==> src/rtl/alu_cmd_sequencer_if.sv <==
// alu_cmd_sequencer_if
//   Bundles the three handshake groups around the ALU command sequencer:
//   host command push (cmd_*), ALU drive/observe (alu_*), and response
//   return plus status (rsp_*, err_sticky, op_count).
//   slave  : the sequencer side.
//   master : the host / ALU / response-consumer side.
interface alu_cmd_sequencer_if #(
   parameter int DATALEN  = 8,
   parameter int MODELEN  = 4,
   parameter int ERRORLEN = 2
);
   logic                cmd_valid;
   logic                cmd_ready;
   logic [DATALEN-1:0]  cmd_a;
   logic [DATALEN-1:0]  cmd_b;
   logic [MODELEN-1:0]  cmd_mode;
   logic                cmd_clear;

   logic [DATALEN-1:0]  alu_a;
   logic [DATALEN-1:0]  alu_b;
   logic [MODELEN-1:0]  alu_mode;
   logic                alu_clear;
   logic [DATALEN-1:0]  alu_out;
   logic [ERRORLEN-1:0] alu_err;

   logic                rsp_valid;
   logic                rsp_ready;
   logic [DATALEN-1:0]  rsp_data;
   logic [ERRORLEN-1:0] rsp_err;
   logic [ERRORLEN-1:0] err_sticky;
   logic [7:0]          op_count;

   modport slave (
      input  cmd_valid, cmd_a, cmd_b, cmd_mode, cmd_clear,
      output cmd_ready,
      output alu_a, alu_b, alu_mode, alu_clear,
      input  alu_out, alu_err,
      output rsp_valid, rsp_data, rsp_err, err_sticky, op_count,
      input  rsp_ready
   );

   modport master (
      output cmd_valid, cmd_a, cmd_b, cmd_mode, cmd_clear,
      input  cmd_ready,
      input  alu_a, alu_b, alu_mode, alu_clear,
      output alu_out, alu_err,
      input  rsp_valid, rsp_data, rsp_err, err_sticky, op_count,
      output rsp_ready
   );
endinterface

==> src/rtl/alu_cmd_sequencer.sv <==
// alu_cmd_sequencer
//   Queues host ALU commands in a DEPTH-entry FIFO and issues them one at a
//   time to an accumulator ALU. Each op takes IDLE/RESP -> ISSUE -> CAPTURE
//   -> RESP: the ALU sees the command for one cycle (ISSUE), its error is
//   latched at the end of ISSUE, and the accumulator is sampled at the end
//   of CAPTURE into the response register.
// Ports
//   clk   : rising-edge clock
//   reset : asynchronous active-low reset (aborts the op, flushes the FIFO)
//   bus   : alu_cmd_sequencer_if.slave (cmd_*, alu_*, rsp_*, err_sticky,
//           op_count)
module alu_cmd_sequencer #(
   parameter int DATALEN  = 8,
   parameter int MODELEN  = 4,
   parameter int ERRORLEN = 2,
   parameter int DEPTH    = 4
) (
   input  logic                 clk,
   input  logic                 reset,
   alu_cmd_sequencer_if.slave   bus
);

   localparam int AW = $clog2(DEPTH);
   localparam logic [AW:0]        FULL_CNT  = (AW+1)'(DEPTH);
   localparam logic [MODELEN-1:0] NO_CHANGE = '0;

   typedef struct packed {
      logic [DATALEN-1:0] a;
      logic [DATALEN-1:0] b;
      logic [MODELEN-1:0] mode;
      logic               clear;
   } cmd_t;

   typedef enum logic [1:0] {IDLE, ISSUE, CAPTURE, RESP} state_t;

   state_t              state;
   cmd_t                mem [DEPTH];
   cmd_t                head;
   logic [AW-1:0]       wr_ptr, rd_ptr;
   logic [AW:0]         count;
   logic                full, empty, push, pop;
   logic [ERRORLEN-1:0] err_hold;

   assign full          = (count == FULL_CNT);
   assign empty         = (count == '0);
   assign bus.cmd_ready = !full;
   // Refused when full even if a pop lands in the same cycle.
   assign push          = bus.cmd_valid && !full;
   // Pop only from IDLE or on the response handshake; never bypasses the
   // FIFO since the FSM reads registered occupancy.
   assign pop           = !empty && ((state == IDLE) ||
                                     (state == RESP && bus.rsp_ready));
   assign head          = mem[rd_ptr];

   // ---------------- FIFO ----------------
   always_ff @(posedge clk) begin
      if (push) mem[wr_ptr] <= '{a: bus.cmd_a, b: bus.cmd_b,
                                 mode: bus.cmd_mode, clear: bus.cmd_clear};
   end

   always_ff @(posedge clk or negedge reset) begin
      if (!reset) begin
         wr_ptr <= '0;
         rd_ptr <= '0;
         count  <= '0;
      end else begin
         if (push) wr_ptr <= wr_ptr + 1'b1;
         if (pop)  rd_ptr <= rd_ptr + 1'b1;
         case ({push, pop})
            2'b10:   count <= count + 1'b1;
            2'b01:   count <= count - 1'b1;
            default: count <= count;
         endcase
      end
   end

   // ---------------- Sequencer FSM ----------------
   always_ff @(posedge clk or negedge reset) begin
      if (!reset) begin
         state          <= IDLE;
         bus.alu_a      <= '0;
         bus.alu_b      <= '0;
         bus.alu_mode   <= NO_CHANGE;
         // Held high in reset so the ALU accumulator clears every edge.
         bus.alu_clear  <= 1'b1;
         err_hold       <= '0;
         bus.rsp_valid  <= 1'b0;
         bus.rsp_data   <= '0;
         bus.rsp_err    <= '0;
         bus.err_sticky <= '0;
         bus.op_count   <= '0;
      end else begin
         case (state)
            IDLE: begin
               bus.alu_mode  <= NO_CHANGE;
               bus.alu_clear <= 1'b0;
               if (pop) begin
                  bus.alu_a     <= head.a;
                  bus.alu_b     <= head.b;
                  bus.alu_mode  <= head.mode;
                  bus.alu_clear <= head.clear;
                  state         <= ISSUE;
               end
            end
            ISSUE: begin
               // alu_err is combinational from the presented mode, so it is
               // only meaningful during this cycle.
               err_hold      <= bus.alu_err;
               bus.alu_mode  <= NO_CHANGE;
               bus.alu_clear <= 1'b0;
               state         <= CAPTURE;
            end
            CAPTURE: begin
               bus.rsp_data  <= bus.alu_out;
               bus.rsp_err   <= err_hold;
               bus.rsp_valid <= 1'b1;
               state         <= RESP;
            end
            RESP: begin
               if (bus.rsp_ready) begin
                  bus.rsp_valid  <= 1'b0;
                  bus.op_count   <= bus.op_count + 8'd1;
                  bus.err_sticky <= bus.err_sticky | bus.rsp_err;
                  if (pop) begin
                     bus.alu_a     <= head.a;
                     bus.alu_b     <= head.b;
                     bus.alu_mode  <= head.mode;
                     bus.alu_clear <= head.clear;
                     state         <= ISSUE;
                  end else begin
                     state <= IDLE;
                  end
               end
            end
            default: state <= IDLE;
         endcase
      end
   end

endmodule

==> src/flat_wrapper.sv <==
// flat-port wrapper written by rule: the top's interface ports become plain ports
module alu_cmd_sequencer_flat 
#(
   parameter int DATALEN  = 8,
   parameter int MODELEN  = 4,
   parameter int ERRORLEN = 2,
   parameter int DEPTH    = 4
)
  (clk, reset, bus_cmd_valid, bus_cmd_a, bus_cmd_b, bus_cmd_mode, bus_cmd_clear, bus_cmd_ready, bus_alu_a, bus_alu_b, bus_alu_mode, bus_alu_clear, bus_alu_out, bus_alu_err, bus_rsp_valid, bus_rsp_data, bus_rsp_err, bus_err_sticky, bus_op_count, bus_rsp_ready);
  alu_cmd_sequencer_if #(.DATALEN(DATALEN), .MODELEN(MODELEN), .ERRORLEN(ERRORLEN)) bus_i ();
  input  logic clk;
  input  logic reset;
  input wire logic [$bits(bus_i.cmd_valid)-1:0] bus_cmd_valid;
  input wire logic [$bits(bus_i.cmd_a)-1:0] bus_cmd_a;
  input wire logic [$bits(bus_i.cmd_b)-1:0] bus_cmd_b;
  input wire logic [$bits(bus_i.cmd_mode)-1:0] bus_cmd_mode;
  input wire logic [$bits(bus_i.cmd_clear)-1:0] bus_cmd_clear;
  output wire logic [$bits(bus_i.cmd_ready)-1:0] bus_cmd_ready;
  output wire logic [$bits(bus_i.alu_a)-1:0] bus_alu_a;
  output wire logic [$bits(bus_i.alu_b)-1:0] bus_alu_b;
  output wire logic [$bits(bus_i.alu_mode)-1:0] bus_alu_mode;
  output wire logic [$bits(bus_i.alu_clear)-1:0] bus_alu_clear;
  input wire logic [$bits(bus_i.alu_out)-1:0] bus_alu_out;
  input wire logic [$bits(bus_i.alu_err)-1:0] bus_alu_err;
  output wire logic [$bits(bus_i.rsp_valid)-1:0] bus_rsp_valid;
  output wire logic [$bits(bus_i.rsp_data)-1:0] bus_rsp_data;
  output wire logic [$bits(bus_i.rsp_err)-1:0] bus_rsp_err;
  output wire logic [$bits(bus_i.err_sticky)-1:0] bus_err_sticky;
  output wire logic [$bits(bus_i.op_count)-1:0] bus_op_count;
  input wire logic [$bits(bus_i.rsp_ready)-1:0] bus_rsp_ready;
  assign bus_i.cmd_valid = bus_cmd_valid;
  assign bus_i.cmd_a = bus_cmd_a;
  assign bus_i.cmd_b = bus_cmd_b;
  assign bus_i.cmd_mode = bus_cmd_mode;
  assign bus_i.cmd_clear = bus_cmd_clear;
  assign bus_cmd_ready = bus_i.cmd_ready;
  assign bus_alu_a = bus_i.alu_a;
  assign bus_alu_b = bus_i.alu_b;
  assign bus_alu_mode = bus_i.alu_mode;
  assign bus_alu_clear = bus_i.alu_clear;
  assign bus_i.alu_out = bus_alu_out;
  assign bus_i.alu_err = bus_alu_err;
  assign bus_rsp_valid = bus_i.rsp_valid;
  assign bus_rsp_data = bus_i.rsp_data;
  assign bus_rsp_err = bus_i.rsp_err;
  assign bus_err_sticky = bus_i.err_sticky;
  assign bus_op_count = bus_i.op_count;
  assign bus_i.rsp_ready = bus_rsp_ready;
  alu_cmd_sequencer #(.DATALEN(DATALEN), .MODELEN(MODELEN), .ERRORLEN(ERRORLEN), .DEPTH(DEPTH)) u_core (.clk(clk), .reset(reset), .bus(bus_i));
endmodule
==> config.mk <==
export PLATFORM = sky130hd
export DESIGN_NAME = alu_cmd_sequencer_flat
export DESIGN_NICKNAME = d
export VERILOG_FILES = /design/src/rtl/alu_cmd_sequencer_if.sv /design/src/rtl/alu_cmd_sequencer.sv /design/src/flat_wrapper.sv
export SDC_FILE = /design/constraint.sdc
export NUM_CORES = 1
export LEC_CHECK = 0
export ABC_CLOCK_PERIOD_IN_PS = 2400
export CAP_MARGIN = 20
export CORE_AREA = 2 2 103 105
export CTS_CLUSTER_DIAMETER = 50
export DETAILED_ROUTE_END_ITERATION = 8
export DIE_AREA = 0 0 105 107
export PLACE_DENSITY = 0.79
export SYNTH_ARGS = -nofsm -noshare
export SYNTH_HDL_FRONTEND = slang
export SYNTH_SLANG_ARGS = --single-unit
export TNS_END_PERCENT = 30
==> constraint.sdc <==
create_clock -name clk -period 2.4 [get_ports clk]
set_input_delay 0.48 -clock clk [delete_from_list [all_inputs] [get_ports clk]]
set_output_delay 0.48 -clock clk [all_outputs]
set_load 0.05 [all_outputs]
==> impl_metrics.env <==
export IMPL_combPwrFrac_pct=39.8
export IMPL_endpoint="bus_op_count[2]"
export IMPL_r2r_start="u_core.count[0]"
export IMPL_muxShareOfSynthArea_pct=16.6
export IMPL_synth_simple_gate_area_share_pct=2.99
export IMPL_grt_pass1_vias=3035
export IMPL_cts_sinks=137
export IMPL_pwr_share_clk_pct=25.2
export IMPL_power_switching_w=0.00369
export IMPL_syn_area_mm2=0.00539
export IMPL_r2r_slack_ps=180
export IMPL_hp_class="input pin to async pin"
export IMPL_cp_top_family="buffers and inverters"
export IMPL_holdWs_ps=94.0
export IMPL_place_port_buffers=77
export IMPL_p_sw_share_pct=35.2
export IMPL_finalCritPeriodShare_pct=93.4
export IMPL_worst_slack_ps=158
export IMPL_rsz0062_at_grt="no"
export IMPL_hold_violations=0
export IMPL_intPower_w=0.00679
export IMPL_dp_hpwl_mm=6.18
export IMPL_path_buf_inv=1
export IMPL_antenna_cells=0
export IMPL_initial_core_util_pct=53.4
export IMPL_synth_seq_cells=137
export IMPL_setup_viol=0
export IMPL_worst_pin_slew_ps=720
export IMPL_coreArea_mm2=0.0101
export IMPL_yosysSeqAreaShare_pct=71.4
export IMPL_synth_compound_area_share_pct=2.02
export IMPL_synth_top_family_by_area="multiplexers"
export IMPL_antenna_found_initial=0
export IMPL_place_congestion=0.761
export IMPL_cp_num_cells=1
export IMPL_synth_area_leaders="edfxtp_1, dfrtp_1, mux4_2, mux2_2, ha_1"
export IMPL_htreeDepth=4
export IMPL_num_rows=37
export IMPL_syn_area_per_cell_um2=19.1
export IMPL_cts_root_buffer="clkbuf_8"
export IMPL_status="completed"
export IMPL_slew_headroom_pct=52.0
export IMPL_synth_xor_area_share_pct=2.11
export IMPL_seqPwrFrac_pct=35.0
export IMPL_clk_pin_slew_ps=60
export IMPL_startpoint="u_core.bus.op_count[2]"
export IMPL_drt_pass1_iter_count=4
export IMPL_synth_edf_count=84
export IMPL_powerDensity_mw_per_mm2=1500
export IMPL_cts_inserted_buffers=17
export IMPL_irDropWorstVdd_uv=915
export IMPL_fp_dieH_um=107
export IMPL_post_synth_top_area_cell="edfxtp_1"
export IMPL_cts_tree="built"
export IMPL_drt_iter0_drc=162
export IMPL_synthAdderAreaFrac_pct=2.92
export IMPL_grt_max_degree=54
export IMPL_crit_required_ps=1920
export IMPL_max_freq_mhz=446
export IMPL_die_width_um=105
export IMPL_synth_top_flop_cell="edfxtp_1"
export IMPL_synth_async_sr_flop_share_pct=38.7
export IMPL_min_period_ps=2240
export IMPL_cts_buffer_depth=2
export IMPL_p_leak_nw=2.64
export IMPL_insertion_delay_ps=520
export IMPL_r2r_cells=7
export IMPL_globalRouteTotalUtil_pct=19.5
export IMPL_synth_nets=330
export IMPL_nNetsFinal=429
export IMPL_cp_end_kind="output pin"
export IMPL_ant_nets=0
export IMPL_fillers=680
export IMPL_top_level_ports=78
export IMPL_synth_cell_types=37
export IMPL_skew_ps=7.49
export IMPL_yosysTopAreaCellShare_pct=46.8
export IMPL_cp_max_fo=5
export IMPL_reg2reg_to="u_core.count[2]"
export IMPL_path_cells="clkdlybuf4s50_1"
export IMPL_slew_viol_final=0
export IMPL_routed_wirelength_mm=10.2
export IMPL_maxCapViolCount=0
export IMPL_netlist_instances=283
export IMPL_drcViolationCount=0
export IMPL_ctsHoldBuffers=0
export IMPL_syn_to_final_growth_pct=29.7
export IMPL_viasPerCell=5.41
export IMPL_vias=2873
export IMPL_crit_type="flop to output pin"
export IMPL_grt_pass1_wl_mm=16.1
export IMPL_arrival_ps=1760
export IMPL_ys_warn_count=0
export IMPL_dieArea_mm2=0.0112
export IMPL_overflow=0
export IMPL_place_ws_ps=-11.4
export IMPL_worst_path_max_delay_cell="clkdlybuf4s50_1"
export IMPL_drive_gt1_share_pct=24.6
export IMPL_cpPeakStageDelay_ps=830
export IMPL_worstSetupStartpointType="flop"
export IMPL_routedWlPerCell_um=19.2
-- how the worst min path moves through the flow --
stage                        startpoint                        to  slack [ps]  cells past startpoint
6_report                          reset    u_core.bus.op_count[5]          90                      2
5_1_grt                           reset    u_core.bus.rsp_data[4]         130                      2
4_1_cts                           reset    u_core.bus.rsp_data[0]         100                      2
3_5_place_dp   u_core.bus.err_sticky[0]  u_core.bus.err_sticky[0]         450                      1
3_3_place_gp   u_core.bus.err_sticky[0]  u_core.bus.err_sticky[0]         440                      1
2_1_floorplan                     reset       u_core.bus.alu_a[0]         180                      0
-- per-stage QoR --
step	power (W)	util, %	TNS (ps)	cell area [um2]	cells
floorplan	0.00655	-	0	5390	283
CTS	0.0106	69.3	0	7000	531
global placement	0.00774	63.4	0	6390	499
finish	0.0105	69.3	0	7000	531
global route	0.0109	69.3	0	7000	531
detailed placement	0.00789	63.4	-11.4	6390	499
-- state kept, by name, indices dropped and copies added (netlist names) --
name,cells
u_core.wr_ptr,2
u_core.bus.alu_a,8
u_core.bus.op_count,8
u_core.state,2
u_core.bus.alu_b,8
u_core.bus.rsp_data,8
u_core.bus.err_sticky,2
u_core.bus.rsp_valid,1
u_core.mem,84
u_core.count,3
u_core.bus.rsp_err,2
u_core.rd_ptr,2
u_core.bus.alu_clear,1
u_core.err_hold,2
u_core.bus.alu_mode,4
-- synthesized netlist by cell type, types with 2 or more instances --
library cell   n
inv_1         11
a21o_1         2
buf_2          3
o211ai_1       6
nand2_1        3
nor2b_1        2
buf_1          2
xor2_1         3
edfxtp_1      84
nor2_1         4
a21oi_1        2
buf_6          3
mux4_2        21
mux2i_1        6
mux2_2        31
xnor2_1       10
and3_1         6
ha_1          11
dfrtp_1       52
nand4_1        4
-- power groups by stage --
stage / sequential [W] / combinational [W] / clock, W
6_report: 0.00367 / 0.00417 / 0.00265
5_1_grt: 0.00375 / 0.00439 / 0.00281
4_1_cts: 0.00367 / 0.00422 / 0.00269
3_5_place_dp: 0.00370 / 0.00419 / 0
3_3_place_gp: 0.00365 / 0.00409 / 0
2_1_floorplan: 0.00465 / 0.00190 / 0
-- cell families (layout without fill, tap and decap cells) --
group | after synthesis | in the layout
flip-flops | 137 | 137
multiplexers | 59 | 59
AND/OR/NAND/NOR | 27 | 27
buffers and inverters | 20 | 132
AO/OA/AOI/OAI | 15 | 15
XOR/XNOR | 13 | 13
adder cells (fa/ha/maj) | 12 | 12
-- cells in the final DEF (no fill, tap or decap), drive strengths merged, types with 4 or more instances in the layout --
cell type	count
edfxtp	84
clkdlybuf4s50	74
clkinv	7
mux2i	6
dfrtp	52
xnor2	10
buf	13
clkbuf	20
nand4	4
nor2	5
inv	13
bufinv	4
ha	11
and3	6
o211ai	6
mux4	21
mux2	32
-- layer usage --
layer	share of wire [%]	wire length, um	global-route usage [%]
met1	40	4110	23.3
met2	53	5370	33.3
met3	5.4	549	6.63
met4	1.4	146	7.05
met5	0	0	0
-- repair_timing --
item / 4_1_cts / 5_1_grt
setup endpoints to repair: 1 / 2
buffers inserted: 0 / 0
resized for setup: 1 / 3
pin swaps: 0 / 0
endpoints found under the hold margin: 0 / 0
-- area by class of cell --
| class | count | area (um2) | area share [%] |
|---|---|---|---|
| Multi-Input combinational cell | 126 | 1440 | 20.6 |
| Tap cell | 136 | 170 | 2.43 |
| Clock buffer | 19 | 432 | 6.17 |
| Clock inverter | 13 | 174 | 2.49 |
| Timing Repair Buffer | 89 | 891 | 12.7 |
| Inverter | 11 | 41.3 | 0.590 |
| Sequential cell | 137 | 3850 | 55.0 |
(Power assumes the default switching activity.)
